File: config.mk
export PLATFORM = sky130hd
export DESIGN_NAME = axi_read_protocol
export DESIGN_NICKNAME = d
export VERILOG_FILES = /design/src/rtl/axi_fsm_pkg.sv /design/src/rtl/axi_beat_addr_gen.sv /design/src/rtl/axi_read_protocol.sv
export SDC_FILE = /design/constraint.sdc
export NUM_CORES = 1
export LEC_CHECK = 0
export ABC_AREA = 1
export BUFFER_PORTS_ARGS = -buffer_cell sky130_fd_sc_hd__buf_2
export CAP_MARGIN = 20
export CORE_MARGIN = 2
export CORE_UTILIZATION = 40
export DETAILED_ROUTE_END_ITERATION = 8
export GPL_TIMING_DRIVEN = 0
export HOLD_SLACK_MARGIN = 0.02
export PLACE_DENSITY_LB_ADDON = 0.2
export SKIP_CTS_REPAIR_TIMING = 1
export SLEW_MARGIN = 20
export SYNTH_ARGS = -nofsm -noshare
export SYNTH_HDL_FRONTEND = slang
export SYNTH_SLANG_ARGS = --single-unit
File: constraint.sdc
create_clock -name axi_aclk -period 7.4 [get_ports axi_aclk]
set_input_delay 0.74 -clock axi_aclk [delete_from_list [all_inputs] [get_ports axi_aclk]]
set_output_delay 0.74 -clock axi_aclk [all_outputs]
set_load 0.02 [all_outputs]
File: src/rtl/axi_fsm_pkg.sv
// Shared state, burst and response encodings for the AXI read and write protocol FSMs.
package axi_fsm_pkg;

    typedef enum logic [1:0] {
        ST_WAIT   = 2'b00,
        ST_COMMIT = 2'b01,
        ST_ASSERT = 2'b10
    } fsm_state_t;

    localparam logic [1:0] BURST_FIXED = 2'b00;
    localparam logic [1:0] BURST_INCR  = 2'b01;
    localparam logic [1:0] BURST_WRAP  = 2'b10;
    localparam logic [1:0] BURST_RSVD  = 2'b11;

    localparam logic [1:0] RESP_OKAY   = 2'b00;
    localparam logic [1:0] RESP_SLVERR = 2'b10;

    // Only 2/4/8/16-beat wrapping bursts are legal; anything else falls back to INCR.
    function automatic logic wrap_len_legal(input logic [7:0] len);
        return (len == 8'd1) || (len == 8'd3) || (len == 8'd7) || (len == 8'd15);
    endfunction

endpackage

File: src/rtl/axi_beat_addr_gen.sv
// Combinational next-beat address for FIXED / INCR / WRAP bursts, modulo 2^AW.
module axi_beat_addr_gen
    import axi_fsm_pkg::*;
#(
    parameter int AW = 32
) (
    input  logic [AW-1:0] addr,
    input  logic [2:0]    size,
    input  logic [7:0]    len,
    input  logic [1:0]    burst,
    output logic [AW-1:0] next_addr
);

    logic [AW-1:0] inc;
    logic [AW-1:0] wrap_bytes;
    logic [AW-1:0] wrap_mask;
    logic [AW-1:0] incr_addr;

    always_comb begin
        inc        = AW'(1) << size;
        wrap_bytes = AW'({1'b0, len} + 9'd1) << size;
        wrap_mask  = wrap_bytes - AW'(1);
        incr_addr  = addr + inc;
        next_addr  = incr_addr;
        if (burst == BURST_FIXED) begin
            next_addr = addr;
        end else if ((burst == BURST_WRAP) && wrap_len_legal(len)) begin
            next_addr = (addr & ~wrap_mask) | (incr_addr & wrap_mask);
        end
    end

endmodule

File: src/rtl/axi_read_protocol.sv
// AXI AR/R channel protocol model: legal handshakes, burst beat counting, RLAST and beat address.
// valid/ready: a transfer happens in every cycle an FSM sits in COMMIT (valid=1, ready=1); in ASSERT the payload is held with ready=0.
module axi_read_protocol
    import axi_fsm_pkg::*;
#(
    parameter int AW = 32,
    parameter int DW = 64
) (
    input  logic          axi_aclk,
    input  logic          rst,
    input  logic [AW-1:0] araddr_in,
    input  logic [7:0]    arlen_in,
    input  logic [2:0]    arsize_in,
    input  logic [1:0]    arburst_in,
    input  logic          arvalid_in,
    input  logic [DW-1:0] rdata_in,
    input  logic [1:0]    rresp_in,
    input  logic          rvalid_in,
    input  logic          rready_in,
    output logic [AW-1:0] axi_araddr,
    output logic [7:0]    axi_arlen,
    output logic [2:0]    axi_arsize,
    output logic [1:0]    axi_arburst,
    output logic          axi_arvalid,
    output logic          axi_arready,
    output logic [DW-1:0] axi_rdata,
    output logic [1:0]    axi_rresp,
    output logic          axi_rlast,
    output logic          axi_rvalid,
    output logic          axi_rready,
    output logic [AW-1:0] axi_rbeat_addr,
    output fsm_state_t    ar_state,
    output fsm_state_t    r_state,
    output logic          r_active
);

    logic [7:0]    remaining;
    logic [7:0]    b_len;
    logic [2:0]    b_size;
    logic [1:0]    b_burst;
    logic [AW-1:0] next_addr;
    logic [1:0]    resp_now;

    assign resp_now = (b_burst == BURST_RSVD) ? RESP_SLVERR : rresp_in;

    axi_beat_addr_gen #(.AW(AW)) u_addr_gen (
        .addr      (axi_rbeat_addr),
        .size      (b_size),
        .len       (b_len),
        .burst     (b_burst),
        .next_addr (next_addr)
    );

    always_ff @(posedge axi_aclk) begin
        if (rst) begin
            ar_state       <= ST_WAIT;
            r_state        <= ST_WAIT;
            r_active       <= 1'b0;
            remaining      <= '0;
            b_len          <= '0;
            b_size         <= '0;
            b_burst        <= '0;
            axi_araddr     <= '0;
            axi_arlen      <= '0;
            axi_arsize     <= '0;
            axi_arburst    <= '0;
            axi_arvalid    <= 1'b0;
            axi_arready    <= 1'b1;
            axi_rdata      <= '0;
            axi_rresp      <= '0;
            axi_rlast      <= 1'b0;
            axi_rvalid     <= 1'b0;
            axi_rready     <= 1'b0;
            axi_rbeat_addr <= '0;
        end else begin
            // R channel; data is only accepted once its address has been handed over
            case (r_state)
                ST_WAIT: begin
                    if (r_active && rvalid_in) begin
                        axi_rdata  <= rdata_in;
                        axi_rresp  <= resp_now;
                        axi_rvalid <= 1'b1;
                        axi_rready <= rready_in;
                        r_state    <= rready_in ? ST_COMMIT : ST_ASSERT;
                    end else begin
                        axi_rready <= rready_in;
                    end
                end
                ST_COMMIT: begin
                    remaining      <= remaining - 8'd1;
                    axi_rbeat_addr <= next_addr;
                    axi_rlast      <= (remaining == 8'd1);
                    if (axi_rlast) begin
                        r_active   <= 1'b0;
                        axi_rlast  <= 1'b0;
                        axi_rvalid <= 1'b0;
                        axi_rready <= 1'b0;
                        r_state    <= ST_WAIT;
                    end else if (rvalid_in) begin
                        axi_rdata  <= rdata_in;
                        axi_rresp  <= resp_now;
                        axi_rready <= rready_in;
                        r_state    <= rready_in ? ST_COMMIT : ST_ASSERT;
                    end else begin
                        axi_rvalid <= 1'b0;
                        axi_rready <= rready_in;
                        r_state    <= ST_WAIT;
                    end
                end
                ST_ASSERT: begin
                    if (rready_in) begin
                        axi_rready <= 1'b1;
                        r_state    <= ST_COMMIT;
                    end
                end
                default: r_state <= ST_WAIT;
            endcase

            // AR channel; placed last so an AR handshake wins any shared register
            case (ar_state)
                ST_WAIT: begin
                    if (arvalid_in) begin
                        axi_araddr  <= araddr_in;
                        axi_arlen   <= arlen_in;
                        axi_arsize  <= arsize_in;
                        axi_arburst <= arburst_in;
                        axi_arvalid <= 1'b1;
                        axi_arready <= ~r_active;
                        ar_state    <= r_active ? ST_ASSERT : ST_COMMIT;
                    end else begin
                        axi_arready <= ~r_active;
                    end
                end
                ST_COMMIT: begin
                    r_active       <= 1'b1;
                    remaining      <= axi_arlen;
                    axi_rbeat_addr <= axi_araddr;
                    axi_rlast      <= (axi_arlen == 8'd0);
                    b_len          <= axi_arlen;
                    b_size         <= axi_arsize;
                    b_burst        <= axi_arburst;
                    axi_arready    <= 1'b0;
                    if (arvalid_in) begin
                        axi_araddr  <= araddr_in;
                        axi_arlen   <= arlen_in;
                        axi_arsize  <= arsize_in;
                        axi_arburst <= arburst_in;
                        ar_state    <= ST_ASSERT;
                    end else begin
                        axi_arvalid <= 1'b0;
                        ar_state    <= ST_WAIT;
                    end
                end
                ST_ASSERT: begin
                    if (!r_active) begin
                        axi_arready <= 1'b1;
                        ar_state    <= ST_COMMIT;
                    end
                end
                default: ar_state <= ST_WAIT;
            endcase
        end
    end

endmodule

---- Word level (Yosys, flattened, before mapping) ----
Cells that the tools add are included.
cells by class
  add/subtract/negate cells ............... 4
  eq/ne operators ......................... 20
  shifts and indexed selects .............. 2
  multiplexer cells ....................... 44
  bitwise logic cells ..................... 5
  reductions and logical operators ........ 26
operator list
  operator               count
  $mux 64                3
  $mux 32                4
  $pmux 64 s2            1
  $and 32x32->32         2
  $add 32x32->32         1
  $not 32->32            1
  $or 32x32->32          1
  $shl 1x3->32 const A   1
  $shl 32x3->32          1
  $sub 32x1->32 const B  1
  $mux 2                 13
  $eq 8x1->1 const B     2
  $mux 8                 2
  $ne 2x2->1 const B     8
  $mux 1                 14
  $reduce_and 2->1       7
  $pmux 2 s3             2
  $add 8x1->9 const B    1
  $eq 2x2->1 const B     4
  $eq 8x2->1 const B     1
  $eq 8x3->1 const B     1
  $eq 8x4->1 const B     1
  $logic_not 8->1        1
  $reduce_bool 2->1      4
  14 further kinds       24
storage, ports and cells
  register bits ........................... 174
  input port bits ......................... 116
  word-level logic and storage cells ...... 120

---- Logic depth before layout (Yosys ltp) ----
  depth in word-level cells ............... 10
  mapped depth ............................ 21
  depth with buffers taken out ............ 20

---- Hierarchy ----
Synthesis repeated with hierarchy kept, for this count alone.
unflattened totals
  cells, all modules ...................... 1,384
  area, all modules ....................... 9,251.4 sq um
by module, submodules not included
  module             times used  cells each  area an instance (sq um)  sequential area each (sq um)
  axi_read_protocol  1           947         6,934.2                   3,483.3
  axi_beat_addr_gen  1           437         2,317.2                   0.0

---- Least setup slack after synthesis ----
No wires, ideal clock.
  path type ............................... reg2reg
  from .................................... reg b_size[1]
  to ...................................... reg (tool-made name)
  library setup time ...................... 64 ps
  arrival ................................. 2,765 ps
  required time ........................... 7,336 ps
  path slack .............................. 4,572 ps
  stages on the path, launching flop included .. 22
  cells stage by stage .................... dfxtp_1 -> buf_2 -> inv_1 -> buf_2 -> nand2_1 -> nor2_1 -> inv_1 -> fa_1 -> inv_1 -> nand3_1 -> nand2_1 -> nand3_1 -> nand2_1 -> nand3_1 -> nor2_2 -> nand2_1 -> nor2_1 -> xor2_1 -> nand2_1 -> a21oi_1 -> nor2_1 -> nor2_1
RTL lines
  what                    RTL line                  source
  from (decl)             axi_read_protocol.sv:39   logic [2:0] b_size;
  from (signal assigned)  axi_read_protocol.sv:140  b_size <= axi_arsize;

==> flow_metrics.tcl <==
set metrics [dict create \
    hold_ws_ns 0.466 \
    slew_headroom_pct 40.5 \
    synth_cell_types 47 \
    final_antenna_net_count 0 \
    gp_congestion 0.940 \
    drv_cap 0 \
    status "finished, final reports clean" \
    comb_power_share_pct 54.7 \
    rows 55 \
    numCtsBuffers 17 \
    cts.htree.levels 4 \
    finalSetupViolCount 0 \
    finalHoldViolCount 0 \
    switchingPower_mw 2.74 \
    avgRoutedWirePerCell_um 16.2 \
    viasPerCell 5.09 \
    antenna_found_initial 5 \
    synthSimpleGateAreaFrac_pct 33.3 \
    rsz0062_at_grt "false" \
    synth_compound_area_share_pct 15.7 \
    finalClockSkew_ns 0.0156 \
    synth_xor_area_share_pct 1.92 \
    total_power_mw 5.44 \
    nNetsFinal 1779 \
    cts_tree "yes" \
    yosys_most_used_dff "dfxtp_1" \
    grt_pass1_wl_um 48700 \
    fp.dieArea_um2 24000 \
    die_w_um 155 \
    syn_inst 1353 \
    muxShareOfSynthArea_pct 0.110 \
    clockPowerShare_pct 16.9 \
    netSwitchingFraction_pct 50.4 \
    crit_path_start_kind "register" \
    filler_cell_count 2350 \
    grt_pass1_vias 9095 \
    drc_errors 0 \
    grt_use_total_pct 25.8 \
    grt_max_degree 19 \
    ys_seq_elements 174 \
    path_max_fanout 10 \
    drt-initial-drc-count 560 \
    dpl.hpwl_um 24300 \
    start_util_pct 40.5 \
    r2r_start "b_size[1]" \
    crit_chain "buf_2 > inv_1 > buf_2 > nand2_1 > nor2_1 > inv_1 > fa_1 > inv_1 > nand3_1 > nand2_1 > nand2_1 > nand2_1 > a21oi_1 > o21ai_0 > xor2_1 > mux2i_1 > inv_1 > nor2_1 > nor3_1" \
    path_class "reg -> reg" \
    peakVddDrop_mv 0.326 \
    p_leak_nw 5.41 \
    fin_crit_sh_pct 47.5 \
    clkTransAtPathRegs_ns 0.08 \
    synthToLayoutAreaGrowth_pct 25.2 \
    place_area_um2 10800 \
    syn_area_um2 9110 \
    crit_family "simple AND/OR/NAND/NOR gates" \
    clock-sinks 174 \
    crit_required_ns 7.70 \
    synth_top_family_by_area "simple AND/OR/NAND/NOR gates" \
    yosys_warnings 0 \
    synth_seq_area_share_pct 38.2 \
    max_stage_delay_ns 0.38 \
    powerDensity_nw_per_um2 477 \
    die_h_um 155 \
    dr.pass1.iters 5 \
    slew_viol_final 0 \
    io_buffers 267 \
    min_from "axi_rvalid" \
    synth_edf_count 0 \
    syn_area_per_cell_um2 6.73 \
    synth-adder-area-share_pct 3.38 \
    layout_min_cycle_time_ns 3.52 \
    drt_wl_total_um 31400 \
    power.share.sequential_pct 28.4 \
    worstSkewPairLatency_ns 0.44 \
    crit_arrival_ns 3.81 \
    synthArstFlopShare_pct 0 \
    synth_nets 1493 \
    worstHoldPathCells 2 \
    core_um2 22500 \
    tns_ns 0 \
    num_vias 9872 \
    tightest_slew_ns 0.893 \
    drive_above_1_share_pct 22.8 \
    ff2ff_setup_slack_ns 3.88 \
    cpMaxStageDelayCell "fa_1" \
    multi_input_area_um2 4960 \
    worst_hold_path.endpoint "axi_rvalid" \
    crit_path_end_kind "register" \
    reg2regPathDepth 19 \
    hp-class "reg -> reg" \
    cts-root-buf "clkbuf_16" \
    internal_power_mw 2.70 \
    pin_count 269 \
    postLayoutCellArea_um2 11400 \
    seq_area_um2 3480 \
    grt.overflow.total 0 \
    critPathBufInv 6 \
    cts_buffer_depth 2 \
    fmax_ghz 0.284 \
]
layer usage:
layer / wire length (um) / vias up / global-route usage [%]
met4: 1060 / 0 / 10.4
met5: 0 / - / 0
met2: 14500 / 342 / 42.7
met1: 13400 / 4472 / 32.7
met3: 2390 / 61 / 5.91
li1: - / 4997 / -
tightest hold or removal path: stages (launching register included):
cell and delay, ns:
dfxtp_1 0.31, nand2_1 0.06, a21oi_1 0.05
final cells by class:
| type | instances | area share (%) |
|---|---|---|
| well taps | 285 | 3.13 |
| multi-input cells | 1011 | 43.5 |
| clock inverters | 14 | 1.42 |
| flip-flops and latches | 174 | 30.6 |
| repair buffers | 267 | 11.7 |
| inverters | 102 | 3.38 |
| clock buffers | 17 | 3.73 |
| plain buffers | 66 | 2.46 |
| diodes | 5 | 0.110 |
cells in the final DEF, fill, tap and decap left out, drive strengths merged, types with 7 or more instances in the layout:
cell type,n
ha,23
clkinv,7
inv,108
dfxtp,174
nand4,11
buf,283
nor3,20
nand3,95
clkbuf,67
xor2,14
nor2,310
o21ai,171
a21oi,68
a31oi,14
nand2,248
cells by family after synthesis:
logic type      Yosys count
xor+xnor                 20
compound gates          272
fa+ha+maj                24
simple gates            694
buf+inv                 168
flops                   174
mux                       1
Yosys cell counts (20+ instances only):
master | instances | share of area (%)
dfxtp_1 | 174 | 38
nand2_2 | 21 | 1.4
clkbuf_1 | 50 | 2.1
a21oi_1 | 68 | 3.7
nor2_1 | 300 | 12
inv_1 | 90 | 3.7
nor3_1 | 20 | 1.1
o21ai_0 | 165 | 9.1
nand2_1 | 222 | 9.1
ha_1 | 23 | 3.2
nand3_1 | 80 | 4.4
through the flow:
step	cells	util, %	setup slack [ns]
detailed placement	1905	48.0	3.99
global placement	1905	48.0	4.02
global route	1939	50.6	3.57
finish	1941	50.7	3.88
floorplan	1353	-	4.57
CTS	1936	50.6	3.96
power by group through the flow:
stage	registers [mW]	clock network [mW]	logic (mW)
after global placement	1.55	0	2.93
after floorplan	1.82	0	1.80
after CTS	1.54	0.938	2.97
after global routing	1.59	0.968	3.34
final	1.54	0.920	2.97
after detailed placement	1.56	0	2.96
worst max-delay path by stage:
stage               from        to  cells after the start
5_1_grt        b_size[1]  register                     19
6_report       b_size[1]  register                     19
2_1_floorplan  b_size[1]  register                     21
3_3_place_gp   b_size[1]  register                     19
4_1_cts        b_size[1]  register                     19
3_5_place_dp   b_size[1]  register                     21
(Power assumes the default switching activity.)
